File: src/rtl/pc_unit.sv
// rtl/pc_unit.sv - program-counter sequencer for the execute stage
//
// Computes and registers the next PC from the branch comparator result and
// control-flow decode flags. Taken transfers pulse redirect and spend one
// FLUSH cycle. Misaligned targets go to TRAP_VEC and pulse trap.
// Also provides the JAL/JALR link value.
//
// Optional feature macro: PC_UNIT_PERF_EN (taken-transfer counter).
//
// Parameters:
//   RESET_PC   PC value loaded on reset
//   TRAP_VEC   PC value loaded on a misaligned taken target
//
// Ports:
//   clk        in   1     rising-edge clock
//   reset      in   1     synchronous active-high reset
//   in_valid   in   1     instruction presented for PC update
//   in_ready   out  1     unit accepts an instruction this cycle (state RUN)
//   is_branch  in   1     conditional branch, taken when com_res=1
//   is_jal     in   1     JAL
//   is_jalr    in   1     JALR
//   com_res    in   1     comparator result for the current instruction
//   imm        in   32    sign-extended immediate
//   rs1        in   32    JALR base operand
//   pc         out  32    current PC, registered
//   link       out  32    pc+4, combinational from the current pc
//   redirect   out  1     registered pulse: fetch restarts at pc
//   trap       out  1     registered pulse: misaligned target, pc is TRAP_VEC
//   taken_cnt  out  32    taken-transfer count (0 without PC_UNIT_PERF_EN)

module pc_unit #(
   parameter logic [31:0] RESET_PC = 32'h8000_0000,
   parameter logic [31:0] TRAP_VEC = 32'h8000_0100
) (
   input  logic        clk,
   input  logic        reset,
   input  logic        in_valid,
   output logic        in_ready,
   input  logic        is_branch,
   input  logic        is_jal,
   input  logic        is_jalr,
   input  logic        com_res,
   input  logic [31:0] imm,
   input  logic [31:0] rs1,
   output logic [31:0] pc,
   output logic [31:0] link,
   output logic        redirect,
   output logic        trap,
   output logic [31:0] taken_cnt
);

   typedef enum logic [0:0] {
      RUN   = 1'b0,
      FLUSH = 1'b1
   } state_t;

   state_t      state;
   logic        accept;
   logic        taken;
   logic        misaligned;
   logic [31:0] target;
   logic [31:0] jalr_sum;

   assign in_ready = (state == RUN);
   assign accept   = in_valid && in_ready;
   assign link     = pc + 32'd4;
   assign jalr_sum = rs1 + imm;

   // Target select, priority jalr > jal > taken branch > sequential.
   always_comb begin
      target = link;
      taken  = 1'b0;
      if (is_jalr) begin
         target = {jalr_sum[31:1], 1'b0};
         taken  = 1'b1;
      end else if (is_jal) begin
         target = pc + imm;
         taken  = 1'b1;
      end else if (is_branch && com_res) begin
         target = pc + imm;
         taken  = 1'b1;
      end
   end

   // For jalr bit 0 is already cleared, so this effectively checks bit 1.
   assign misaligned = taken && (target[1:0] != 2'b00);

   always_ff @(posedge clk) begin
      if (reset) begin
         state    <= RUN;
         pc       <= RESET_PC;
         redirect <= 1'b0;
         trap     <= 1'b0;
      end else begin
         case (state)
            RUN: begin
               redirect <= 1'b0;
               trap     <= 1'b0;
               if (accept) begin
                  if (taken) begin
                     state    <= FLUSH;
                     redirect <= 1'b1;
                     if (misaligned) begin
                        pc   <= TRAP_VEC;
                        trap <= 1'b1;
                     end else begin
                        pc <= target;
                     end
                  end else begin
                     pc <= link;
                  end
               end
            end
            FLUSH: begin
               // in_valid is ignored here; fetch is restarting at pc.
               state    <= RUN;
               redirect <= 1'b0;
               trap     <= 1'b0;
            end
            default: begin
               state    <= RUN;
               redirect <= 1'b0;
               trap     <= 1'b0;
            end
         endcase
      end
   end

`ifdef PC_UNIT_PERF_EN
   logic [31:0] cnt;

   // Counts every accepted taken transfer, trapped ones included; wraps.
   always_ff @(posedge clk) begin
      if (reset) begin
         cnt <= 32'd0;
      end else if (accept && taken) begin
         cnt <= cnt + 32'd1;
      end
   end

   assign taken_cnt = cnt;
`else
   assign taken_cnt = 32'd0;
`endif

endmodule

File: config.mk
export PLATFORM = sky130hd
export DESIGN_NAME = pc_unit
export DESIGN_NICKNAME = d
export VERILOG_FILES = /design/src/rtl/pc_unit.sv
export SDC_FILE = /design/constraint.sdc
export NUM_CORES = 1
export LEC_CHECK = 0
export ABC_CLOCK_PERIOD_IN_PS = 3450
export CAP_MARGIN = 5
export CORE_ASPECT_RATIO = 0.9
export CORE_UTILIZATION = 45
export DETAILED_ROUTE_END_ITERATION = 10
export GPL_TIMING_DRIVEN = 0
export PLACE_DENSITY = 0.78
export SYNTH_ARGS = -nofsm -noshare
export SYNTH_HDL_FRONTEND = slang
export SYNTH_SLANG_ARGS = --single-unit
File: constraint.sdc
create_clock -name clk -period 3.45 [get_ports clk]
set_input_delay 0.69 -clock clk [delete_from_list [all_inputs] [get_ports clk]]
set_output_delay 0.69 -clock clk [all_outputs]
set_load 0.005 [all_outputs]
Yosys cells after proc, flatten, opt, wreduce, memory -nomap -nowiden
Index checks and enable logic that the tools add are counted.
{ "word_totals": {"reg_bits": 34, "latch_bits": 0, "ramBits": 0, "mem_bits_ro": 0, "mem_count": 0} }
{ "op_classes": {"n_addsub": 3, "n_mul": 0, "div": 0, "n_lt_le_gt_ge": 0, "eq_ne": 0, "shift": 0, "n_mux": 15, "n_bitwise": 1, "reduce_logical": 5} }
{ "ops": {"columns": ["cell", "n"], "rows": [
  ["32-bit two-way mux", 5],
  ["32-bit adder", 2],
  ["32-bit by 3-bit adder with 32-bit output (second input constant)", 1],
  ["1-bit two-way mux", 8],
  ["1-bit one-hot mux with 2 select lines", 2],
  ["1-bit logical AND", 3],
  ["2-bit AND reduction", 1],
  ["2-bit nonzero test", 1],
  ["1-bit inverter", 1]
]} }

Logic depth before layout (Yosys ltp)
Gate-level depths: netlist of the first run.
{ "depth": {"ltp_word": 10, "ltp_mapped": 12, "mapped_depth_nobuf": 12} }

Worst setup path after synthesis of the first run
OpenSTA, ideal clock, no wires.
{ "synth_timing": {"path_kind": "input to register", "start": "input port imm[0]", "end": "register pc[28]", "setup_ps": 86, "arrival_ps": 3036, "t_required_ps": 3364, "setup_slack_ps": 328, "cell_stages": 11, "path_cell_list": "and2_1 fa_1 a21o_1 nand2b_1 a311oi_1 a221o_1 a31oi_1 o211ai_1 a31oi_1 mux2_2 a211oi_1"} }
{ "synth_via": {"elab_chain_cells": 8, "word_cells_on_any_way": 9, "classes_between": "add/sub (2); mux (5); reduce/logical (2)"} }
{ "synth_lines": {"columns": ["item", "line", "text"], "rows": [
  ["start: declaration", "43", "input logic [31:0] imm,"],
  ["32-bit adder", "77, 80", null],
  ["32-bit two-way mux", "79", "end else if (is_branch && com_res) begin"],
  ["32-bit two-way mux", "76", "end else if (is_jal) begin"],
  ["32-bit two-way mux *", "73", "if (is_jalr) begin"],
  ["2-bit nonzero test", "86", "assign misaligned = taken && (target[1:0] != 2'b00);"],
  ["1-bit logical AND", "86", null],
  ["32-bit two-way mux *", "103", "if (misaligned) begin"],
  ["32-bit two-way mux *", "100", "if (taken) begin"],
  ["end signal: assignment", "107", "pc <= target;"],
  ["end signal: assignment", "110", "pc <= link;"],
  ["end: declaration", "45", "output logic [31:0] pc,"]
]} }
Every way passes the cells marked *; elsewhere a longest branch is shown, timed or not.
A chain may end at the register's enable or synchronous reset.

Final worst setup path of the first run
{ "layout_timing": {"start": "input port imm[7]", "end": "register pc[26]"} }
{ "layout_via": {"elab_chain_cells": 6, "word_cells_on_any_way": 7, "classes_between": "add/sub (2); mux (5)"} }
{ "layout_lines": {"columns": ["item", "line"], "rows": [
  ["32-bit adder", "77, 80"],
  ["32-bit two-way mux", "79"],
  ["32-bit two-way mux", "76"],
  ["32-bit two-way mux *", "73"],
  ["32-bit two-way mux *", "103"],
  ["32-bit two-way mux *", "100"]
]} }
Marks and branches as above.

==> flow_summary.toml, run 1 <==
[setup_path]
crit_chain = "clkdlybuf4s50_1, ha_2, o21a_1, nor2_4, a311oi_4, a221o_1, a31oi_4, o211ai_1, buf_4, xor2_2, o211ai_1, a41oi_1"
reg2reg_depth = 10
critPathMaxFanout = 5
cp.depth = 12
worstSetupPathType = "input port to flop"
cpPeakStageDelay_ns = 0.45
cp-start-kind = "input port"
crit_family = "compound AO/OA/AOI/OAI gates"
endpoint_kind = "flop"
worstPathBufferInverterCount = 2
required_ns = 3.66
cp_common_cell = "o211ai_1"
worstPathArrival_ns = 3.64
critPathSlowestCell = "clkdlybuf4s50_1"

[run]
drv_cap = 0

[detailed_routing]
vias = 6998
drc = 0
detailedRoute.firstPassIterationCount = 5
avgRoutedWirePerCell_um = 18.8
ant_nets = 0
wl_um = 21500
drt-vias-per-instance = 6.12
drt_iter0_drc = 685

[sta]
setup_viol = 0
timing.final.ws_setup_ns = 0.0163
timing.slew.headroom = 0.460
skew_ns = 0.00418
fin_crit_sh = 0.995
rsz0062_at_grt = "yes"
slew_violations = 0
fin_tns_setup_ns = 0
finalHoldViolations = 0
period_needed_ns = 3.43
worst-slew-pin-transition_ns = 0.790
max_freq_mhz = 291

[cts]
clk-insertion-delay-late_ns = 0.29
clockBufferDepth = 2
cts_inserted_buffers = 5
cts_root_buf = "clkbuf_16"
cts_tree = "done"
htree_levels = 2
clk_pin_slew_worst_paths_ns = 0.06
cts_num_sinks = 34
postCtsHoldBufs = 0

[place]
gp_congestion = 0.954
post-place-ws_ns = -0.852
portBuffers = 137
place_hpwl_um = 16200
place_area_um2 = 7550
placedCellCount = 1128

[layout]
layout.nets = 1114
area_growth_pct = 43.6
diodes = 0
final_area_um2 = 8410
drive_gt1_frac = 0.161
final_cells = 1144

[floorplanning]
die-area_um2 = 13500
core_area_um2 = 12700
row_count = 39
chipWidth_um = 122
initial_core_util = 0.462
die_height_um = 110
io_pins = 170

[logic_synthesis]
synthCells = 796
mappedNetlistArea_um2 = 5860
avgSynthCellArea_um2 = 7.36
ys_seq_elements = 34
yosysWarningCount = 0
seq_area_frac_synth = 0.116
synth_cell_types = 75
async_flop_share = 0
synth-edff-count = 0
yosys_most_used_dff = "dfxtp_1"

[worst_hold_path]
whs_path_depth = 2
hold_class = "flop to flop"

[pwr]
irDropWorstVdd_v = 0.000208
p_per_area_nw_per_um2 = 284
p_leak_nw = 3.58

[global_routing]
overflow = 0
antenna_found_initial = 0
grt_max_degree = 11
grt_pass1_wl_um = 31700
grt_pass1_vias = 6040
grt_usage = 0.303

[status]
status = "completed"
-- path summary, 6_finish.rpt --
check | from | end | slack (ns)
min | pc[21] | pc[21] | 0.52
max reg2reg | pc[9] | pc[29] | 0.35
max | imm[7] | pc[26] | 0.02
min reg2reg | pc[21] | pc[21] | 0.52
-- layout make-up --
| cell class | instances | area (µm²) |
|---|---|---|
| multi-input combinational | 710 | 5430 |
| fill | 1087 | 4280 |
| timing repair buffer | 148 | 1480 |
| sequential | 34 | 694 |
| buffer | 63 | 375 |
| tap | 164 | 205 |
| clock buffer | 8 | 166 |
| inverter | 17 | 63.8 |
-- worst register-to-register path: stages (launching register included) --
cell and delay (ns):
dfxtp_1 0.49, ha_1 0.39, o21ai_0 0.22, nor2_1 0.09, o311a_1 0.37, o31a_1 0.31, o31a_1 0.33, and3_4 0.22
a211oi_2 0.24, xor2_1 0.18, a31oi_1 0.10
-- cells in the mapped netlist (3+ instances only) --
cell type  count  area, µm²
a41oi_1        3       26.3
and3_1        12       75.1
a221oi_1       7       61.3
nor3_1        20        100
or2_2          3       18.8
clkbuf_1      27        101
a211oi_1      12       90.1
a311oi_1       5       43.8
and2_1         7       43.8
o31a_1         3       26.3
a22oi_1        9       67.6
o21ai_0       43        215
a2111oi_0      3       26.3
nand3b_1       3       22.5
a31oi_1       12       75.1
nand2_1       68        255
a221o_1        6       60.1
xor2_1        30        263
nand4_1       12       75.1
a31o_2         3       26.3
buf_4         34        255
o211ai_1      11       82.6
a21oi_1       60        300
nor2b_1       12       75.1
ha_1          62        776
nor4_1         3       18.8
mux2i_1        4       40.0
o21a_1        11       82.6
and4_1         6       52.6
dfxtp_1       34        681
or3_1          6       37.5
xnor2_1       47        412
o2111ai_1      3       26.3
nand3_1       30        150
nand2b_1      10       62.6
inv_1         17       63.8
a21o_1        35        263
o31ai_1        5       37.5
a21boi_0       4       30.0
nor2_1        69        259
o21bai_1       4       30.0
-- layer usage --
layer	part of all wire	vias to the layer above	global-route usage
li1	-	3280	-
met1	0.44	3257	0.432
met2	0.43	412	0.478
met3	0.099	49	0.0437
met4	0.025	0	0.0671
met5	0	-	0
-- cells in the final DEF (no fill, tap or decap), types with 28 or more instances in the layout --
master,instances
conb_1,32
a21o_1,35
nand2_1,68
clkdlybuf4s50_1,122
ha_1,41
a21oi_1,54
nor2_1,63
nand3_1,28
o21ai_0,40
xnor2_1,44
buf_4,45
-- through the flow --
step,power [mW],hold WS [ns],util
4_1_cts,2.24,0.528,0.629
3_3_place_gp,1.67,0.513,0.595
5_1_grt,2.50,0.541,0.663
2_1_floorplan,1.24,0.496,-
6_report,2.39,0.520,0.663
3_5_place_dp,1.68,0.514,0.595
-- logic make-up (layout without fill, tap and decap cells) --
family | Yosys count | after routing | synth area share
XOR/XNOR | 78 | 78 | 0.118
buffers and inverters | 83 | 236 | 0.0769
adder cells (fa/ha/maj) | 64 | 64 | 0.139
other | 1 | 32 | 0.000640
AND/OR/NAND/NOR | 266 | 266 | 0.224
AO/OA/AOI/OAI | 265 | 265 | 0.316
multiplexers | 5 | 5 | 0.00876
flip-flops | 34 | 34 | 0.116
-- state kept, by name (all words and copies together), names as in the netlist --
name,cells
state,1
pc,32
trap,1
-- report_power, final --
part           internal (mW)  switching [mW]
logic                  0.650           0.720
clock network          0.328           0.190
registers              0.427          0.0702
-- repair_timing --
action                     CTS  global route
setup endpoints to repair   23            26
hold endpoints to repair     0             0
buffers inserted             6             5
pin swaps                   15            21
resized for setup           45            77
Note: power is estimated with default switching activity, not from simulation.
==> run 2: changes to the inputs <==
--- a/config.mk
+++ b/config.mk
@@ -11,7 +11,7 @@
 export CORE_UTILIZATION = 45
 export DETAILED_ROUTE_END_ITERATION = 10
 export GPL_TIMING_DRIVEN = 0
-export PLACE_DENSITY = 0.78
+export PLACE_DENSITY = 0.85
 export SYNTH_ARGS = -nofsm -noshare
 export SYNTH_HDL_FRONTEND = slang
 export SYNTH_SLANG_ARGS = --single-unit
==> flow_summary.toml, run 2 (synthesis gave the netlist of run 1 again) <==
[worst_hold_path]
hold_class = "flop to flop"
hold_start = "pc[21]"

[sta]
timing.slew.headroom = 0.405
rsz0062_at_grt = "yes"
fin_crit_sh = 0.988
skew_ns = 0.00405
setup_viol = 0
worst-slew-pin-transition_ns = 0.870
max_freq_mhz = 293
period_needed_ns = 3.41
slew_violations = 0
finalHoldViolations = 0

[global_routing]
grt_use_met1 = 0.420
grt_pass1_wl_um = 31700
grt-busiest-layer = "met2"
grt_max_degree = 12
grt_usage = 0.299
use_met3 = 0.0365
antenna_found_initial = 0
overflow = 0
use_met2 = 0.486
grt_pass1_vias = 6193

[floorplanning]
row_count = 39
die-area_um2 = 13500
io_pins = 170
die_height_um = 110
chipWidth_um = 122
core_area_um2 = 12700
initial_core_util = 0.462

[place]
place_area_um2 = 7550
portBuffers = 137
gp_congestion = 0.970
placedCellCount = 1128
place_hpwl_um = 15900

[pwr]
p_int_mw = 1.37
p_leak_nw = 3.57
fin_total_pwr_mw = 2.34
p_switching_uw = 971
pwr-share-comb = 0.586
pwr-share-clk = 0.201
power_frac_seq = 0.213
p_per_area_nw_per_um2 = 279
p_sw_frac = 0.416
irDropWorstVdd_v = 0.000227

[layout]
drive_gt1_frac = 0.165
largest_reg_flops = 32
reg_top3 = "pc x32, state x1, trap x1"
layout_commonest_cell = "clkdlybuf4s50_1"
diodes = 0
area_growth_pct = 43.2
layout.nets = 1118
final_cells = 1148
top_register = "pc"
final_cell_mix = "clkdlybuf4s50_1, nand2_1, nor2_1"
final_area_um2 = 8380

[setup_path]
critPathMaxFanout = 8
endpoint_kind = "flop"
required_ns = 3.59
crit_chain = "clkdlybuf4s50_1, ha_1, buf_6, a2111o_1, a31oi_4, o311ai_1, o21ai_2, o21ai_2, a31o_4, xor2_1, a221oi_1, nor3_1"
worstPathArrival_ns = 3.55
cp-startpoint = "rs1[8]"
r2r_start = "pc[9]"
cp-start-kind = "input port"
cp_common_cell = "o21ai_2"
worstSetupPathType = "input port to flop"
cpPeakStageDelay_ns = 0.40
critPathSlowestCell = "clkdlybuf4s50_1"

[detailed_routing]
wl_um = 21800
avgRoutedWirePerCell_um = 19.0
detailedRoute.firstPassIterationCount = 7
drc = 0
ant_nets = 0
drt-vias-per-instance = 6.14
drt_iter0_drc = 808
vias = 7044

[cts]
cts_tree = "done"
cts_inserted_buffers = 5
cts_num_sinks = 34
clockBufferDepth = 2
clk_pin_slew_worst_paths_ns = 0.06
htree_levels = 2
cts_root_buf = "clkbuf_16"
clk-insertion-delay-late_ns = 0.28

[run]
drv_cap = 0

[status]
status = "completed"
run 2: path summary, 6_finish.rpt:
| path | end | slack (ns) | cells past startpoint |
|---|---|---|---|
| min reg2reg | pc[21] | 0.50 | 2 |
| max reg2reg | pc[29] | 0.40 | 10 |
| max | pc[25] | 0.04 | 12 |
| min | pc[21] | 0.50 | 2 |
run 2: power groups by stage:
stage                     Sequential [mW]  Clock [mW]  Combinational [mW]
final                               0.497       0.471                1.37
after global routing                0.501       0.478                1.46
after CTS                           0.489       0.462                1.24
after detailed placement            0.497           0                1.17
after global placement              0.496           0                1.16
after floorplan                     0.479           0               0.761
run 2: layer usage:
layer / vias to the layer above / wire length (µm)
met2: 449 / 9760
met1: 3264 / 9250
li1: 3278 / -
met5: - / 0
met4: 0 / 484
met3: 53 / 2260
run 2: final cells by class:
type / count / area (µm²)
clock buffer: 6 / 139
buffer: 63 / 377
clock inverter: 2 / 12.5
sequential: 34 / 692
multi-input combinational: 710 / 5390
tap: 164 / 205
inverter: 17 / 63.8
timing repair buffer: 152 / 1510
fill: 1015 / 4300
run 2: through the flow:
stage | util | hold WS [ns] | setup WS (ns) | TNS [ns]
2_1_floorplan | - | 0.496 | 0.328 | 0
3_3_place_gp | 0.595 | 0.506 | -0.766 | -7.55
3_5_place_dp | 0.595 | 0.511 | -0.784 | -8.51
4_1_cts | 0.627 | 0.523 | -0.0345 | -0.0708
5_1_grt | 0.661 | 0.546 | -0.0613 | -0.213
6_report | 0.661 | 0.505 | 0.0409 | 0
run 2: timing repair:
| item | 4_1_cts | 5_1_grt |
|---|---|---|
| gates resized for setup | 42 | 76 |
| hold buffers | 0 | 0 |
| buffers inserted | 7 | 8 |
| setup endpoints to repair | 23 | 27 |
| gates cloned | 0 | 0 |
| pin swaps | 16 | 20 |
run 2: worst max-delay path: cells and delay by family:
kind	cells	cell delay [ns]
AOI/OAI and AO/OA	7	1.79
xor gates and xnor gates	1	0.16
adders and majority gates	1	0.28
buffers and inverters	2	0.55
and+or+nand+nor	1	0.08
